## src/rtl/hex_scan_pkg.sv

```systemverilog
// Shared types and constants for the hex_scan_ctrl display scanner.
// Holds the scan state enum, the output polarity constants and a width helper.
package hex_scan_pkg;

  typedef enum logic {
    BLANK = 1'b0,
    SHOW  = 1'b1
  } scan_state_e;

  localparam logic [6:0] SEG_OFF    = 7'h7F;
  localparam logic       SEG_ACTIVE = 1'b0;
  localparam logic       AN_ACTIVE  = 1'b0;

  // Bits needed to hold 0..max(a,b)-1, never less than one.
  function automatic int width_min1(input int a, input int b);
    int m;
    m = (a > b) ? a : b;
    return ($clog2(m) < 1) ? 1 : $clog2(m);
  endfunction

endpackage

```

## src/rtl/hex_7seg.sv

```systemverilog
// Hex nibble to 7-segment decoder, active-high segments in {g,f,e,d,c,b,a} order.
// Every nibble 0..F has a glyph.
module hex_7seg (
  input  logic [3:0] nibble_i,
  output logic [6:0] seg_o
);

  always_comb begin
    seg_o = 7'h00;
    case (nibble_i)
      4'h0: seg_o = 7'h3F;
      4'h1: seg_o = 7'h06;
      4'h2: seg_o = 7'h5B;
      4'h3: seg_o = 7'h4F;
      4'h4: seg_o = 7'h66;
      4'h5: seg_o = 7'h6D;
      4'h6: seg_o = 7'h7D;
      4'h7: seg_o = 7'h07;
      4'h8: seg_o = 7'h7F;
      4'h9: seg_o = 7'h6F;
      4'hA: seg_o = 7'h77;
      4'hB: seg_o = 7'h7C;
      4'hC: seg_o = 7'h39;
      4'hD: seg_o = 7'h5E;
      4'hE: seg_o = 7'h79;
      4'hF: seg_o = 7'h71;
      default: seg_o = 7'h00;
    endcase
  end

endmodule

```

## src/rtl/hex_scan_ctrl.sv

```systemverilog
// Time-multiplexed scan controller for common-anode hex digits on a shared segment bus.
// Optional leading-zero suppression is enabled by defining HEX_SCAN_LZ_BLANK_EN.
module hex_scan_ctrl
  import hex_scan_pkg::*;
#(
  parameter int NUM_DIGITS   = 4,
  parameter int CLK_DIV      = 50000,
  parameter int BLANK_CYCLES = 500
) (
  input  logic                    clk,
  input  logic                    rst,
  input  logic                    load_valid,
  output logic                    load_ready,
  input  logic [4*NUM_DIGITS-1:0] load_data,
  input  logic [NUM_DIGITS-1:0]   digit_en,
  output logic [6:0]              seg_n,
  output logic [NUM_DIGITS-1:0]   an_n,
  output logic                    frame_start
);

  localparam int CW = width_min1(CLK_DIV, BLANK_CYCLES);
  localparam int IW = width_min1(NUM_DIGITS, 1);

  localparam logic [CW-1:0] SHOW_LAST  = CW'(CLK_DIV - 1);
  localparam logic [CW-1:0] BLANK_LAST = CW'(BLANK_CYCLES - 1);
  localparam logic [IW-1:0] IDX_LAST   = IW'(NUM_DIGITS - 1);

  typedef logic [NUM_DIGITS-1:0][3:0] digits_t;

  scan_state_e           state_q, state_d;
  logic [CW-1:0]         cnt_q, cnt_d;
  logic [IW-1:0]         idx_q, idx_d;
  digits_t               disp_q, disp_d;
  digits_t               pend_q, pend_d;
  logic                  pend_valid_q, pend_valid_d;
  logic                  ready_q;
  logic                  startup_q;
  logic [6:0]            seg_n_q, seg_n_d;
  logic [NUM_DIGITS-1:0] an_n_q, an_n_d;
  logic                  fs_q, fs_d;

  logic                  boundary;
  logic                  accept;
  logic [6:0]            seg_on;
  logic                  lz_blank;

  always_ff @(posedge clk) begin
    if (rst) begin
      state_q      <= BLANK;
      cnt_q        <= '0;
      idx_q        <= '0;
      disp_q       <= '0;
      pend_q       <= '0;
      pend_valid_q <= 1'b0;
      ready_q      <= 1'b1;
      startup_q    <= 1'b1;
      seg_n_q      <= SEG_OFF;
      an_n_q       <= {NUM_DIGITS{~AN_ACTIVE}};
      fs_q         <= 1'b0;
    end else begin
      state_q      <= state_d;
      cnt_q        <= cnt_d;
      idx_q        <= idx_d;
      disp_q       <= disp_d;
      pend_q       <= pend_d;
      pend_valid_q <= pend_valid_d;
      ready_q      <= ~pend_valid_d;
      startup_q    <= 1'b0;
      seg_n_q      <= seg_n_d;
      an_n_q       <= an_n_d;
      fs_q         <= fs_d;
    end
  end

  always_comb begin
    state_d  = state_q;
    cnt_d    = cnt_q + 1'b1;
    idx_d    = idx_q;
    boundary = 1'b0;
    case (state_q)
      BLANK: begin
        if (cnt_q == BLANK_LAST) begin
          state_d = SHOW;
          cnt_d   = '0;
        end
      end
      SHOW: begin
        if (cnt_q == SHOW_LAST) begin
          state_d = BLANK;
          cnt_d   = '0;
          if (idx_q == IDX_LAST) begin
            idx_d    = '0;
            boundary = 1'b1;
          end else begin
            idx_d = idx_q + 1'b1;
          end
        end
      end
      default: begin
        state_d = BLANK;
        cnt_d   = '0;
      end
    endcase
  end

  // Ready is low whenever a load is pending, so commit and accept never coincide.
  assign accept = load_valid && ready_q;

  always_comb begin
    disp_d       = disp_q;
    pend_d       = pend_q;
    pend_valid_d = pend_valid_q;
    if (boundary && pend_valid_q) begin
      disp_d       = pend_q;
      pend_valid_d = 1'b0;
    end else if (accept) begin
      pend_d       = load_data;
      pend_valid_d = 1'b1;
    end
  end

  hex_7seg u_hex_7seg (
    .nibble_i (disp_q[idx_d]),
    .seg_o    (seg_on)
  );

`ifdef HEX_SCAN_LZ_BLANK_EN
  logic [IW-1:0] msd;

  // Digit 0 is never suppressed, so an all-zero value still reads "0".
  always_comb begin
    msd = '0;
    for (int i = 1; i < NUM_DIGITS; i++) begin
      if (disp_q[i] != 4'h0) begin
        msd = IW'(i);
      end
    end
  end

  assign lz_blank = (idx_d > msd);
`else
  assign lz_blank = 1'b0;
`endif

  always_comb begin
    seg_n_d = SEG_OFF;
    an_n_d  = {NUM_DIGITS{~AN_ACTIVE}};
    fs_d    = startup_q || boundary;
    if (state_d == SHOW) begin
      if (!lz_blank) begin
        seg_n_d = seg_on ^ {7{~SEG_ACTIVE}};
      end
      if (digit_en[idx_d]) begin
        an_n_d[idx_d] = AN_ACTIVE;
      end
    end
  end

  assign load_ready  = ready_q;
  assign seg_n       = seg_n_q;
  assign an_n        = an_n_q;
  assign frame_start = fs_q;

endmodule

```

## config.mk

```make
export PLATFORM = sky130hd
export DESIGN_NAME = hex_scan_ctrl
export DESIGN_NICKNAME = d
export VERILOG_FILES = /design/src/rtl/hex_scan_pkg.sv /design/src/rtl/hex_7seg.sv /design/src/rtl/hex_scan_ctrl.sv
export SDC_FILE = /design/constraint.sdc
export NUM_CORES = 1
export LEC_CHECK = 0
export CORE_MARGIN = 3
export CORE_UTILIZATION = 50
export DETAILED_ROUTE_END_ITERATION = 12
export GPL_TIMING_DRIVEN = 0
export PLACE_DENSITY = 0.75
export SETUP_SLACK_MARGIN = 0.4
export SLEW_MARGIN = 20
export SYNTH_ARGS = -nofsm -noshare
export SYNTH_HDL_FRONTEND = slang
export SYNTH_HIERARCHICAL = 1
export SYNTH_SLANG_ARGS = --single-unit
```

## constraint.sdc

```tcl
create_clock -name clk -period 2.85 [get_ports clk]
set_input_delay 0.4275 -clock clk [delete_from_list [all_inputs] [get_ports clk]]
set_output_delay 0.4275 -clock clk [all_outputs]
set_load 0.01 [all_outputs]
```

==> results of run 1 <==
==> path summary, 6_finish.rpt <==
path / endpoint / cells after the start / slack (ns)
max: seg_n[5]$_SDFF_PP1_ / 9 / 0.43
min: cnt_q[0]$_SDFF_PP0_ / 1 / 0.46
max reg2reg: seg_n[5]$_SDFF_PP1_ / 9 / 0.43
min reg2reg: cnt_q[0]$_SDFF_PP0_ / 1 / 0.46
==> layout make-up <==
| type | count | area (um2) |
|---|---|---|
| plain buffers | 25 | 135 |
| clock buffers | 11 | 131 |
| clock inverters | 5 | 55.1 |
| fillers | 488 | 1920 |
| inverters | 10 | 45.0 |
| multi-input cells | 243 | 1920 |
| flip-flops and latches | 66 | 1340 |
| well taps | 75 | 93.8 |
| repair buffers | 52 | 490 |
==> layout by cell type (no fill, tap or decap), types with 3 or more instances in the layout <==
master,instances
dfxtp_2,4
mux4_2,9
clkbuf_1,19
nand3b_1,3
xnor2_1,10
ha_4,4
xor2_1,4
nand3_1,6
nor4_1,3
clkbuf_8,10
ha_1,5
nor3b_1,16
dfxtp_1,58
inv_1,8
a21oi_1,6
mux2_2,3
a32oi_1,16
buf_4,18
buf_6,3
o311ai_0,16
nor2_1,19
nor3_1,7
nand4_1,6
dfxtp_4,4
nand2_1,61
mux2i_1,18
clkdlybuf4s50_1,35
mux2_4,4
==> power groups by stage <==
stage / sequential, uW / clock (uW) / combinational [uW]
2_1_floorplan: 992 / 0 / 77.5
3_3_place_gp: 994 / 0 / 134
3_5_place_dp: 996 / 0 / 138
4_1_cts: 973 / 773 / 139
5_1_grt: 977 / 814 / 153
6_report: 973 / 766 / 141
==> state kept, by name (all words and copies together) (netlist names) <==
register	flops
pend_valid_q	1
pend_q	16
cnt_q	16
state_q	1
frame_start	1
disp_q	16
load_ready	1
an_n	4
startup_q	1
idx_q	2
seg_n	7
==> metrics by stage <==
step	cells	hold WS [ns]	utilization, %	worst slack (ns)	total power [uW]
after floorplan	344	0.413	-	0.400	1070
after global placement	454	0.440	61.7	0.217	1130
after detailed placement	454	0.454	61.7	0.204	1130
after CTS	484	0.459	67.6	0.404	1890
after global routing	487	0.486	68.7	0.366	1940
final	487	0.464	68.7	0.431	1880
==> per-layer routing <==
metal | vias up | part of all wire (%) | GRT usage (%)
met5 | - | 0 | 0
met4 | 0 | 1.8 | 11.2
met3 | 12 | 6.9 | 5.01
met2 | 106 | 47 | 36.1
met1 | 1377 | 44 | 29.7
li1 | 1382 | - | -
==> kinds of logic after synthesis <==
| logic type | after synthesis | synth area share, % |
|---|---|---|
| compound gates | 46 | 11.8 |
| xor+xnor | 14 | 3.75 |
| fa+ha+maj | 9 | 3.44 |
| buf+inv | 35 | 4.74 |
| flops | 66 | 40.4 |
| mux | 34 | 14.2 |
| simple gates | 140 | 21.7 |
==> repair_timing <==
action                     4_1_cts  5_1_grt
setup endpoints to repair        6        9
resized for setup               12       17
pin swaps                        2        5
buffers inserted                14        3
==> flow_summary_export.csv, run 1 <==
group,metric,value,unit
routing,first_pass_iters,5,
routing,route.detailed.drc,0,
critical_path,crit_type,"flip-flop to flip-flop",
critical_path,timing.rr.start,"idx_q[0]$_SDFF_PP0_",
routing,wirelength,8300,um
power,power.share.combinational,7.5,%
critical_path,crit_arrival,2.66,ns
synthesis,synthTopCellsByArea,"dfxtp_1, nand2_1, mux2i_1, mux4_2, a32oi_1",
grt,grt_antenna_before_repair,0,
synthesis,async_flop_share,0,%
synthesis,synth_most_common_cell,"dfxtp_1",
die,start_util,53.3,%
sta,relSlewSlack,64.9,%
sta,fin_setup_tns,0,ns
synthesis,seq_area_frac_synth,40.4,%
synthesis,yosys_most_used_dff,"dfxtp_1",
placement,hpwl,5640,um
sta,hold_viol_final,0,
grt,groute.usage.overall,22.9,%
critical_path,crit_path_start,"idx_q[0]$_SDFF_PP0_",
power,swShare,24.4,%
synthesis,synth_edf_count,0,
run_status,outcome,"finished clean",
worst_hold_path,worstHoldStart,"cnt_q[0]$_SDFF_PP0_",
critical_path,cp_common_cell,"ha_4",
sta,clock_skew,0.0106,ns
sta,grt_setup_unrepaired,"yes",
routing,vias,2877,
routing,ant_nets,0,
routing,wl_per_cell,17.0,um
critical_path,cp_top_family,"multiplexers",
synthesis,avgSynthCellArea,9.51,um2
clocking,cts_tree,"done",
power,power.density,446,mW/mm2
grt,grt_pass1_vias,2753,
critical_path,worstSetupStartpointType,"flip-flop",
sta,max_freq,0.413,GHz
layout,synthToLayoutAreaGrowth,28.8,%
grt,grt_pass1_wl,13400,um
layout,insertedDiodeCount,0,
worst_hold_path,hp-class,"flip-flop to flip-flop",
clocking,cts.clk_slew.worst_paths,0.08,ns
synthesis,synth_common_cells,"dfxtp_1, nand2_1, nor2_1",
clocking,h-tree-depth,3,
grt,grt_max_degree,12,
clocking,numCtsBuffers,9,
critical_path,cp_max_fo,5,
critical_path,crit_path_top_delay_cell,"mux4_2",
placement,placed_area,0.00378,mm2
clocking,root_buffer,"clkbuf_8",
synthesis,yosys.cell_types.count,43,
sta,worst_slew_pin_slew,0.522,ns
die,num_io_pins,36,
placement,portBuffers,35,
layout,fin_nets,439,
synthesis,synth.top_cell.area_share,40.4,%
clocking,cts_buffer_depth,2,
synthesis,syn_nets,376,
power,switchingPower,459,uW
power,p_clk_share,40.7,%
clocking,insertion_delay,0.35,ns
die,fp.coreArea,0.00613,mm2
clocking,ctsHoldBuffers,0,
synthesis,yosys.area.top_type,"dfxtp_1",
die,die_h,86.9,um
critical_path,slowest_delay,0.51,ns
flow_run,drv_cap,0,
routing,drtIter0Drc,173,
layout,fin_area,0.00421,mm2
synthesis,yosysWarningCount,6,
die,die_w,86.9,um
sta,fin_crit_sh,84.9,%
synthesis,yosys_register_bits,66,
clocking,clock_sinks,66,
die,fp.dieArea,0.00755,mm2
synthesis,syn-cell-area,0.00327,mm2
power,seq_power_share,51.7,%
synthesis,syn_inst,344,
layout,drive_gt1_share,19.4,%
sta,setup_viol,0,
sta,drv_slew,0,
power,cell_internal_pwr,1420,uW
critical_path,path_buf_inv,1,
power,p_leak,0.00138,uW
routing,vias_per_cell,5.91,
die,fp-row-count,28,
grt,grt_overflow,0,
critical_path,cp.required,3.09,ns
sta,post-route-min-period,2.42,ns
power,peakVddDrop,0.318,mV
critical_path,crit_chain,"ha_4 > nor2_4 > mux4_2 > mux2_4 > buf_4 > ha_4 > mux2_2 > a21oi_1 > nand2_1",
critical_path,end_kind,"flip-flop",
placement,place_congestion,0.864,
Power figures use the tool's default switching activity.
==> inputs of run 2 (changes only) <==
Clock period 2.85 ns to 2.1 ns, I/O delays scaled along.
==> flow_summary_export.csv, run 2 (same netlist as run 1, synthesis figures left out) <==
group,metric,value,unit
run_status,outcome,"finished, violations left",
run_status,violations,"negative setup slack",
clocking,h-tree-depth,3,
critical_path,crit_chain,"or2_4 > nor4_4 > nand2_2 > mux2_4 > inv_4 > buf_4 > ha_1 > nor2b_2 > o32a_1 > nand2_1",
layout,fin_cells,513,
power,power.share.combinational,11.6,%
clocking,ctsHoldBuffers,0,
die,fp.coreArea,0.00613,mm2
clocking,clock_sinks,66,
grt,groute.usage.overall,26.8,%
critical_path,end_kind,"flip-flop",
clocking,cts_tree,"done",
sta,drv_slew,0,
critical_path,crit_type,"flip-flop to flip-flop",
grt,grt_pass1_vias,3115,
power,cell_internal_pwr,1910,uW
layout,synthToLayoutAreaGrowth,53.2,%
sta,worst_slew_pin_slew,0.635,ns
sta,post-route-min-period,2.40,ns
critical_path,crit_arrival,2.69,ns
power,swShare,25.1,%
grt,grt_overflow,0,
sta,clock_skew,0.0108,ns
placement,dp.cells,454,
critical_path,crit_path_top_delay_cell,"dfxtp_4",
grt,grt_max_degree,11,
die,num_io_pins,36,
routing,ant_nets,0,
sta,max_freq,0.417,GHz
clocking,insertion_delay,0.35,ns
routing,route.detailed.drc,0,
worst_hold_path,hp-class,"flip-flop to flip-flop",
layout,mostFrequentLayoutCell,"dfxtp_1",
routing,wl_per_cell,22.0,um
layout,fillers,329,
layout,final_cell_mix,"dfxtp_1, nand2_1, clkdlybuf4s50_1",
layout,drive_gt1_share,38.8,%
sta,setup_viol,60,
sta,worst_slack,-0.300,ns
critical_path,slowest_delay,0.35,ns
routing,vias,3263,
grt,grt_pass1_wl,15600,um
sta,relSlewSlack,57.7,%
power,seq_power_share,51.8,%
sta,hold_viol_final,0,
sta,hold_slack,0.476,ns
routing,first_pass_iters,5,
die,fp-row-count,28,
placement,portBuffers,35,
power,switchingPower,641,uW
routing,wirelength,11300,um
layout,top_regs,"cnt_q: 16 flops, disp_q: 16 flops, pend_q: 16 flops",
die,fp.dieArea,0.00755,mm2
critical_path,worstSetupStartpointType,"flip-flop",
critical_path,cp.required,2.39,ns
placement,place_congestion,0.840,
routing,vias_per_cell,6.36,
power,p_clk_share,36.6,%
power,peakVddDrop,0.604,mV
layout,insertedDiodeCount,0,
die,start_util,53.3,%
critical_path,cp_max_fo,4,
clocking,numCtsBuffers,9,
sta,grt_setup_unrepaired,"yes",
clocking,root_buffer,"clkbuf_8",
grt,grt_antenna_before_repair,0,
sta,fin_crit_sh,114,%
power,power.density,509,mW/mm2
die,die_w,86.9,um
flow_run,drv_cap,0,
placement,hpwl,5610,um
power,p_leak,0.00192,uW
clocking,cts_buffer_depth,2,
die,die_h,86.9,um
clocking,cts.clk_slew.worst_paths,0.07,ns
layout,fin_nets,468,
routing,drtIter0Drc,275,
[run 2: cell count changes in the layout (fill, tap and decap cells not counted), moves of 7 or more]
cell | before | now
o311ai_0 | 16 | 0
nand2_1 | 61 | 46
buf_6 | 3 | 18
nor2_1 | 19 | 10
buf_4 | 18 | 26
nand2_4 | 0 | 8
nor2_2 | 0 | 9
nand2_2 | 1 | 8
o311ai_4 | 0 | 9
[run 2: layout make-up]
class,instances,area [um2],share of cell area [%]
well taps,75,93.8,1.87
multi-input cells,243,2300,45.8
repair buffers,81,830,16.6
clock buffers,13,159,3.17
plain buffers,25,231,4.62
flip-flops and latches,66,1360,27.1
inverters,10,45.0,0.899
[run 2: worst paths after layout]
path / start / end / slack [ns] / cells after the start
worst max-delay path: cnt_q[4]$_SDFF_PP0_ / seg_n[4]$_SDFF_PP1_ / -0.30 / 10
worst max register to register: cnt_q[4]$_SDFF_PP0_ / seg_n[4]$_SDFF_PP1_ / -0.30 / 10
worst min register to register: disp_q[3]$_SDFFE_PP0P_ / disp_q[3]$_SDFFE_PP0P_ / 0.48 / 2
worst min-delay path: disp_q[3]$_SDFFE_PP0P_ / disp_q[3]$_SDFFE_PP0P_ / 0.48 / 2
[run 2: metrics by stage]
stage | setup WS [ns] | util [%] | total power (uW) | TNS [ns] | cell area (um2)
global placement | -0.438 | 63.4 | 1540 | -4.92 | 3890
detailed placement | -0.471 | 63.4 | 1540 | -6.21 | 3890
floorplan | -0.278 | - | 1460 | -1.25 | 3440
global route | -0.396 | 81.7 | 2620 | -10.73 | 5010
finish | -0.300 | 81.7 | 2550 | -6.75 | 5010
CTS | -0.225 | 76.8 | 2480 | -2.78 | 4710
[run 2: critical path, delay by kind of cell, from the launching register on]
| kind | cells | cell delay, ns |
|---|---|---|
| compound gates | 1 | 0.29 |
| fa+ha+maj | 1 | 0.23 |
| buf+inv | 2 | 0.19 |
| flops | 1 | 0.35 |
| mux | 1 | 0.31 |
| simple gates | 5 | 0.97 |
[run 2: repair_timing]
action	4_1_cts	5_1_grt
endpoints found under the setup margin	64	64
gates cloned	5	2
buffers inserted	30	9
gates resized for setup	80	51
pin swaps	12	5
[run 2: power groups by stage]
stage	combinational (uW)	sequential, uW	clock, uW
2_1_floorplan	115	1350	0
3_3_place_gp	188	1350	0
3_5_place_dp	193	1350	0
4_1_cts	243	1320	923
5_1_grt	310	1320	984
6_report	295	1320	934
[run 2: metal layers]
metal | global-route usage, % | vias to the layer above | wire length [um]
li1 | - | 1447 | -
met1 | 34.4 | 1587 | 4590
met2 | 43.8 | 182 | 5390
met3 | 7.00 | 47 | 869
met4 | 9.07 | 0 | 416
met5 | 0 | - | 0
